`config.mk`:
```
export PLATFORM = sky130hd
export DESIGN_NAME = pole_serial
export DESIGN_NICKNAME = d
export VERILOG_FILES = /design/src/rtl/pole_serial.sv
export SDC_FILE = /design/constraint.sdc
export NUM_CORES = 1
export LEC_CHECK = 0
export ABC_AREA = 0
export CAP_MARGIN = 0
export CORE_MARGIN = 5
export CORE_UTILIZATION = 50
export DETAILED_ROUTE_END_ITERATION = 10
export PLACE_DENSITY = 0.67
export SETUP_SLACK_MARGIN = 0.1
export SLEW_MARGIN = 20
export SYNTH_ARGS = -nofsm -noshare
export SYNTH_HDL_FRONTEND = slang
export SYNTH_SLANG_ARGS = --single-unit
```
`constraint.sdc`:
```
create_clock -name clk -period 10.7 [get_ports clk]
set_clock_uncertainty 0.2 [all_clocks]
set_input_delay 2.14 -clock clk [delete_from_list [all_inputs] [get_ports clk]]
set_output_delay 2.14 -clock clk [all_outputs]
set_load 0.05 [all_outputs]
```
`src/rtl/pole_serial.sv`:
```
// pole_serial -- recursive (pole) section of the IIR datapath.
//
// This block computes the following, where x is already scaled by 2^SHIFT
// by the zero section:
//   y[n] = floor((x[n] - sum_{k=1..ORDER} a_k*y[n-k]) / 2^SHIFT)
// A single multiplier is time-multiplexed and evaluates one tap per clock.
// A new sample can be taken every ORDER+2 cycles. dout_valid is high in the
// cycle after the (ORDER+1)th edge that follows the accept.
//
// Ports:
//   clk, rst          clock, asynchronous active-high reset
//   din/din_valid     signed input sample x[n], with a valid/ready handshake
//   din_ready         high only when the block is idle
//   dout/dout_valid   signed y[n], qualified by a one-cycle strobe; dout
//                     holds its value between strobes
//   coe_we/addr/data  write of a_k (k = 1..ORDER); honoured only when idle
//   hist_clr          clears the feedback history; aborts a sample in flight
//   ovf               sticky saturation flag
//
// Build option: when POLE_SAT_EN is defined, an out-of-range y clamps to the
// DOUT_W bounds and ovf becomes sticky. When it is not defined, y wraps to
// DOUT_W bits and ovf is tied to 0.
module pole_serial #(
    parameter int DIN_W  = 21,
    parameter int DOUT_W = 12,
    parameter int COE_W  = 12,
    parameter int ORDER  = 7,
    parameter int SHIFT  = 9,
    parameter int ACC_W  = 28
) (
    input  logic              clk,
    input  logic              rst,
    input  logic [DIN_W-1:0]  din,
    input  logic              din_valid,
    output logic              din_ready,
    output logic [DOUT_W-1:0] dout,
    output logic              dout_valid,
    input  logic              coe_we,
    input  logic [2:0]        coe_addr,
    input  logic [COE_W-1:0]  coe_data,
    input  logic              hist_clr,
    output logic              ovf
);
    localparam int K_W = (ORDER > 1) ? $clog2(ORDER) : 1;
    localparam int P_W = COE_W + DOUT_W;
    localparam logic [K_W-1:0] LAST_TAP = K_W'(ORDER - 1);
    localparam logic [2:0]     MAX_ADDR = 3'(ORDER);

    typedef enum logic [1:0] {IDLE, MAC, OUT} state_t;

    state_t                   state;
    logic signed [ACC_W-1:0]  acc;
    // The tap counter is 0-based: tap t applies a_{t+1} to y[n-1-t].
    logic [K_W-1:0]           tap;
    logic signed [COE_W-1:0]  coe  [ORDER];
    logic signed [DOUT_W-1:0] hist [ORDER];
    logic signed [P_W-1:0]    prod;
    logic signed [DOUT_W-1:0] y_res;
    logic                     coe_hit;

    assign prod    = P_W'(coe[tap]) * P_W'(hist[tap]);
    assign coe_hit = coe_we && (state == IDLE) &&
                     (coe_addr != 3'd0) && (coe_addr <= MAX_ADDR);

`ifdef POLE_SAT_EN
    localparam logic signed [ACC_W-1:0] Y_MAX = ACC_W'(2**(DOUT_W-1) - 1);
    localparam logic signed [ACC_W-1:0] Y_MIN = ~Y_MAX;

    logic signed [ACC_W-1:0] y_full;
    logic                    y_sat;

    always_comb begin
        y_full = acc >>> SHIFT;
        y_sat  = 1'b1;
        if (y_full > Y_MAX)      y_res = Y_MAX[DOUT_W-1:0];
        else if (y_full < Y_MIN) y_res = Y_MIN[DOUT_W-1:0];
        else begin
            y_res = y_full[DOUT_W-1:0];
            y_sat = 1'b0;
        end
    end

    always_ff @(posedge clk or posedge rst) begin
        if (rst)
            ovf <= 1'b0;
        else if (state == OUT && !hist_clr && y_sat)
            ovf <= 1'b1;
    end
`else
    // An arithmetic shift followed by truncation reduces to a plain bit slice.
    assign y_res = acc[SHIFT +: DOUT_W];
    assign ovf   = 1'b0;
`endif

    always_ff @(posedge clk or posedge rst) begin
        if (rst) begin
            state      <= IDLE;
            acc        <= '0;
            tap        <= '0;
            dout       <= '0;
            dout_valid <= 1'b0;
            din_ready  <= 1'b1;
            for (int i = 0; i < ORDER; i++) begin
                coe[i]  <= '0;
                hist[i] <= '0;
            end
        end else begin
            dout_valid <= 1'b0;
            // A write made in the accept cycle lands before the first MAC
            // edge, so that sample already uses the new coefficient.
            if (coe_hit)
                coe[K_W'(coe_addr - 3'd1)] <= coe_data;

            if (hist_clr) begin
                // Wipes the history and drops any sample in flight; this
                // takes priority over an accept.
                for (int i = 0; i < ORDER; i++) hist[i] <= '0;
                state     <= IDLE;
                tap       <= '0;
                din_ready <= 1'b1;
            end else begin
                case (state)
                    IDLE: if (din_valid && din_ready) begin
                        acc       <= {{(ACC_W-DIN_W){din[DIN_W-1]}}, din};
                        tap       <= '0;
                        din_ready <= 1'b0;
                        state     <= MAC;
                    end
                    MAC: begin
                        acc <= acc - {{(ACC_W-P_W){prod[P_W-1]}}, prod};
                        tap <= tap + K_W'(1);
                        if (tap == LAST_TAP) state <= OUT;
                    end
                    OUT: begin
                        dout       <= y_res;
                        dout_valid <= 1'b1;
                        for (int i = ORDER-1; i > 0; i--) hist[i] <= hist[i-1];
                        hist[0]    <= y_res;
                        din_ready  <= 1'b1;
                        state      <= IDLE;
                    end
                    default: state <= IDLE;
                endcase
            end
        end
    end
endmodule

```
Yosys cells after proc, flatten, opt, wreduce, memory -nomap -nowiden. Cells that the tools add are included.

Register bits after elaboration: 215. Input bits: 41. Output and inout port bits: 15. Word-level logic and storage cells: 78.

Add/subtract/negate cells: 3. Multiply operators: 1. Order comparisons: 4. Equality and inequality tests: 6. Mux-type cells: 25. Bitwise gates (word level): 3. Reductions and logical operators: 16.

Operator list (count): $mux W84 (2); $bwmux W84 (1); $bmux W12 S3 (2); $mux W12 (5); $pmux W28 S2 (1); $demux W12 S3 (1); $mux W28 (1); $sub A28 B28 Y28 (1); $mul A12 B12 Y24 (1); $reduce_bool A3 Y1 (3); $ge A4 B4 Y1 const B (2); $not A3 Y4 (2); $reduce_and A2 Y1 (4); $mux W2 (3); $mux W3 (2); $pmux W3 S2 (1); $logic_and A1 B1 Y1 (5); $lt A4 B1 Y1 const B (1); $mux W1 (4); $pmux W2 S2 (1); $reduce_bool A2 Y1 (2); $add A3 B1 Y3 const B (1); $eq A3 B3 Y1 const B (1); $le A3 B3 Y1 const B (1); other kinds (10) (10).

Logic depth before layout (Yosys ltp).
Word-level depth: 7. Gate-level depth with buffers: 38. Gate-level depth less buffers: 35.

Least setup slack after synthesis. No wires, ideal clock.

Path type: register -> register. Start point: register tap[1]. End point: register acc[20]. Library setup time: 0.141 ns. Arrival time: 7.791 ns. Required time: 10.359 ns. Path slack: 2.568 ns. Cell stages (with the launch flop): 34. Buffers on the path: 4. Clock period less this slack: 8.132 ns. Path through: dfrtp_1 buf_2 buf_2 buf_2 mux4_2 mux2_2 clkbuf_1 and2_1 fa_1 ha_1 fa_1 inv_1 fa_1 fa_1 inv_1 ha_1 nor2b_1 o21ai_0 a21oi_1 o21ai_0 a21boi_0 o21ai_0 nand2b_1 xnor2_1 ha_1 nand2_1 o21ai_0 a31oi_1 a311oi_1 a211oi_1 or4_4 a21oi_1 nand3b_1 a31oi_1.

Cells in the longest elaborated chain, start to end: 7. Elaborated cells on any way between the ends: 10. Those cells by class: add/sub: 1; mul: 1; mux: 7; bitwise: 1.

RTL lines: from (decl) (line 54) `logic [K_W-1:0] tap;`; from (signal assigned) (line 131) `tap <= tap + K_W'(1);`; $not A3 Y4 (implied by the code) * (line 61) `assign prod = P_W'(coe[tap]) * P_W'(hist[tap]);`; $bmux W12 S3 (line 61); $mux W12 (implied by the code) (2 in a row) (line 61); $mul A12 B12 Y24 * (line 61); $sub A28 B28 Y28 * (line 130) `acc <= acc - {{(ACC_W-P_W){prod[P_W-1]}}, prod};`; $pmux W28 S2 * (line 122) `case (state)`; to (signal assigned) (line 124) `acc <= {{(ACC_W-DIN_W){din[DIN_W-1]}}, din};`; to (signal assigned) (line 130); to (decl) (line 52) `logic signed [ACC_W-1:0] acc;`.

Every way passes the cells marked *; elsewhere a longest branch is shown, timed or not. The select of a mux whose other input is x is not followed. A chain may end at the register's enable or synchronous reset.

Worst setup path in the final report.
Start point: register tap[0]. End point: register acc[20].

Same word-level chain as after synthesis.

==> impl_metrics.csv <==
group,metric,value,unit
timing,fin_ws,1.56,ns
clock_network,cts_made_buffers,24,
pwr,internal_power,1.65,mW
placed_design,dp_slack,1.58,ns
timing,fmax,109,MHz
route,drtAntennaViolNets,0,
placed_design,place_congestion,0.911,
route,dr.pass1.iters,5,
synth,synth.most_common_cell,"dfrtp_1",
clock_network,cts.path.max_buffers,3,
critical_path,slowest_stage,"dfrtp_2",
pwr,leakage,7.66,nW
synth,syn_avg_cell_area,10.8,um^2
global_routing,track_usage,21.7,%
critical_path,startpoint,"tap[0]",
floorplan,start_util,50.7,%
clock_network,postCtsSetupRepairBufs,0,
floorplan,rows,63,
clock_network,htreeDepth,1,
synth,yosysTopAreaCellShare,34.5,%
critical_path,path_buf_inv,3,
critical_path,crit_type,"register to register",
critical_path,timing.rr.end,"acc[20]",
hold_path,min_from,"coe[3]",
clock_network,cts_tree,"yes",
timing,final.min_clock_period,9.14,ns
route,dr_total_vias,10276,
synth,yosysSeqAreaShare,34.7,%
floorplan,die_area,33600,um^2
flow_run,maxCapViolations,0,
synth,ys_ff_latch,208,
route,drtIter0Drc,692,
pwr,pwr-share-seq,42.8,%
floorplan,die_y,183,um
clock_network,cts-root-buf,"clkbuf_16",
clock_network,clk_latency,0.53,ns
final_layout,syn_to_final_growth,11.3,%
placed_design,portBuffers,54,
pwr,combPwrFrac,23.0,%
timing,slew_viol_final,0,
timing,timing.slew.headroom,18.6,%
critical_path,reg2reg_slack,1.56,ns
hold_path,whs_path_depth,1,
timing,tns,0,ns
route,wl,35900,um
route,wl_per_cell,19.6,um
pwr,clkPwrFrac,34.2,%
synth,yosysWarningCount,0,
critical_path,critPathMaxFanout,29,
final_layout,final_nets,1658,
global_routing,overflow,0,
timing,period_share,85.4,%
floorplan,coreArea,29600,um^2
clock_network,cts_resized,0,
synth,synth-async-reset-ratio,100,%
synth,synth_edf_count,0,
critical_path,ff2ff_path_depth,30,
global_routing,grt_pass1_wl,58700,um
synth,synth_top_area_cell,"dfrtp_1",
run_status,status,"finished, final reports clean",
floorplan,ios,56,
hold_path,holdPathEnd,"coe[3]",
final_layout,diodes,0,
synth,synthDistinctLibCells,64,
synth,synth_nets,1629,
synth,synth_area,15000,um^2
synth,synth-main-ff-cell,"dfrtp_1",
critical_path,endpoint_kind,"register",
critical_path,cp_top_family,"adder cells",
pwr,peakVddDrop,0.000141,V
synth,syn_inst,1394,
timing,finalHoldViolCount,0,
floorplan,die_w,183,um
critical_path,crit_path_start_kind,"register",
timing,grt_setup_unrepaired,"no",
global_routing,antenna_found_initial,0,
clock_network,cts_sinks,208,
pwr,power_switching,0.718,mW
critical_path,slowest_delay,0.84,ns
pwr,powerDensity,141,nW/um^2
synth,synth_area_leaders,"dfrtp_1, fa_1, mux2_2, ha_1, a22o_1",
timing,setup_viol,0,
critical_path,cp.arrival,9.34,ns
pwr,switching_share,30.4,%
hold_path,hold_class,"register to register",
clock_network,hold_buffers,0,
clock_network,path_clk_slew,0.06,ns
final_layout,drive_gt1_share,14.2,%
final_layout,post-route-util,56.4,%
route,route.detailed.drc,0,
critical_path,critPathRequiredTime,10.90,ns
critical_path,crit-reg2reg-launch,"tap[0]",
global_routing,grt_max_degree,150,
global_routing,grt_pass1_vias,10811,
placed_design,dpl.hpwl,26300,um
synth,yosys-top-cells-count,"dfrtp_1, inv_1, nand2_1",
route,viasPerCell,5.61,
timing,worstMarginPinSlew,1.19,ns
## worst max path at each step
stage               cells past startpoint  endpoint
floorplan                              33   acc[20]
global placement                       30   acc[20]
detailed placement                     30   acc[20]
CTS                                    30   acc[20]
global route                           30   acc[20]
finish                                 30   acc[20]
## area by class of cell
class,count,area (um^2)
inverters,179,679
flip-flops and latches,208,5210
clock inverters,9,85.1
multi-input cells,939,8880
fillers,2570,12900
clock buffers,35,693
repair buffers,71,688
well taps,390,488
## through the flow
stage	hold WS (ns)	cell area, um^2	cells	total power [mW]
2_1_floorplan	0.256	15000	1394	1.40
3_3_place_gp	0.274	15900	1786	1.55
3_5_place_dp	0.280	15900	1786	1.56
4_1_cts	0.291	16700	1830	2.38
5_1_grt	0.312	16700	1831	2.48
6_report	0.292	16700	1831	2.36
## registers in the layout (all words and copies together), names as in the netlist
| name | flops |
|---|---|
| coe | 84 |
| hist | 84 |
| acc | 21 |
| dout | 12 |
| tap | 3 |
| state | 2 |
| din_ready | 1 |
| dout_valid | 1 |
## power groups by stage
stage,registers [mW],logic (mW),clock network [mW]
6_report,1.01,0.543,0.809
5_1_grt,1.03,0.601,0.858
4_1_cts,1.01,0.543,0.824
3_5_place_dp,1.02,0.539,0
3_3_place_gp,1.02,0.530,0
2_1_floorplan,0.981,0.415,0
## per-layer routing
layer	GRT usage, %	part of all wire [%]	vias to the layer above
met5	0	0	-
met4	5.78	2.5	0
met3	3.11	4.8	55
met2	34.8	47	236
met1	31.4	46	5218
li1	-	-	4767
## cell usage in the layout, fill, tap and decap left out, drive strengths merged, types with 35 or more instances in the layout
cell           Yosys  layout
dfrtp            207     207
inv              179     181
nand2            133     133
fa               122     122
mux2             113     113
a22o              85      85
nor2              80      80
ha                72      72
clkdlybuf4s50      0      54
a21oi             54      54
o21ai             39      39
clkbuf            50      35
## worst reg2reg max path: cells and delay by family (launching register included)
family	cells	cell delay, ns
flip-flops	1	0.84
AO/OA/AOI/OAI	11	2.01
buffers and inverters	3	0.58
multiplexers	2	0.92
AND/OR/NAND/NOR	6	1.22
adder cells (fa/ha/maj)	7	3.06
XOR/XNOR	1	0.16
## cells by family after synthesis
kind of cell | synth area share, %
AO/OA/AOI/OAI | 11.5
XOR/XNOR | 2.28
adder cells (fa/ha/maj) | 22.3
buffers and inverters | 6.40
flip-flops | 34.7
multiplexers | 14.1
other | 0.0250
AND/OR/NAND/NOR | 8.85
(Power assumes the default switching activity.)
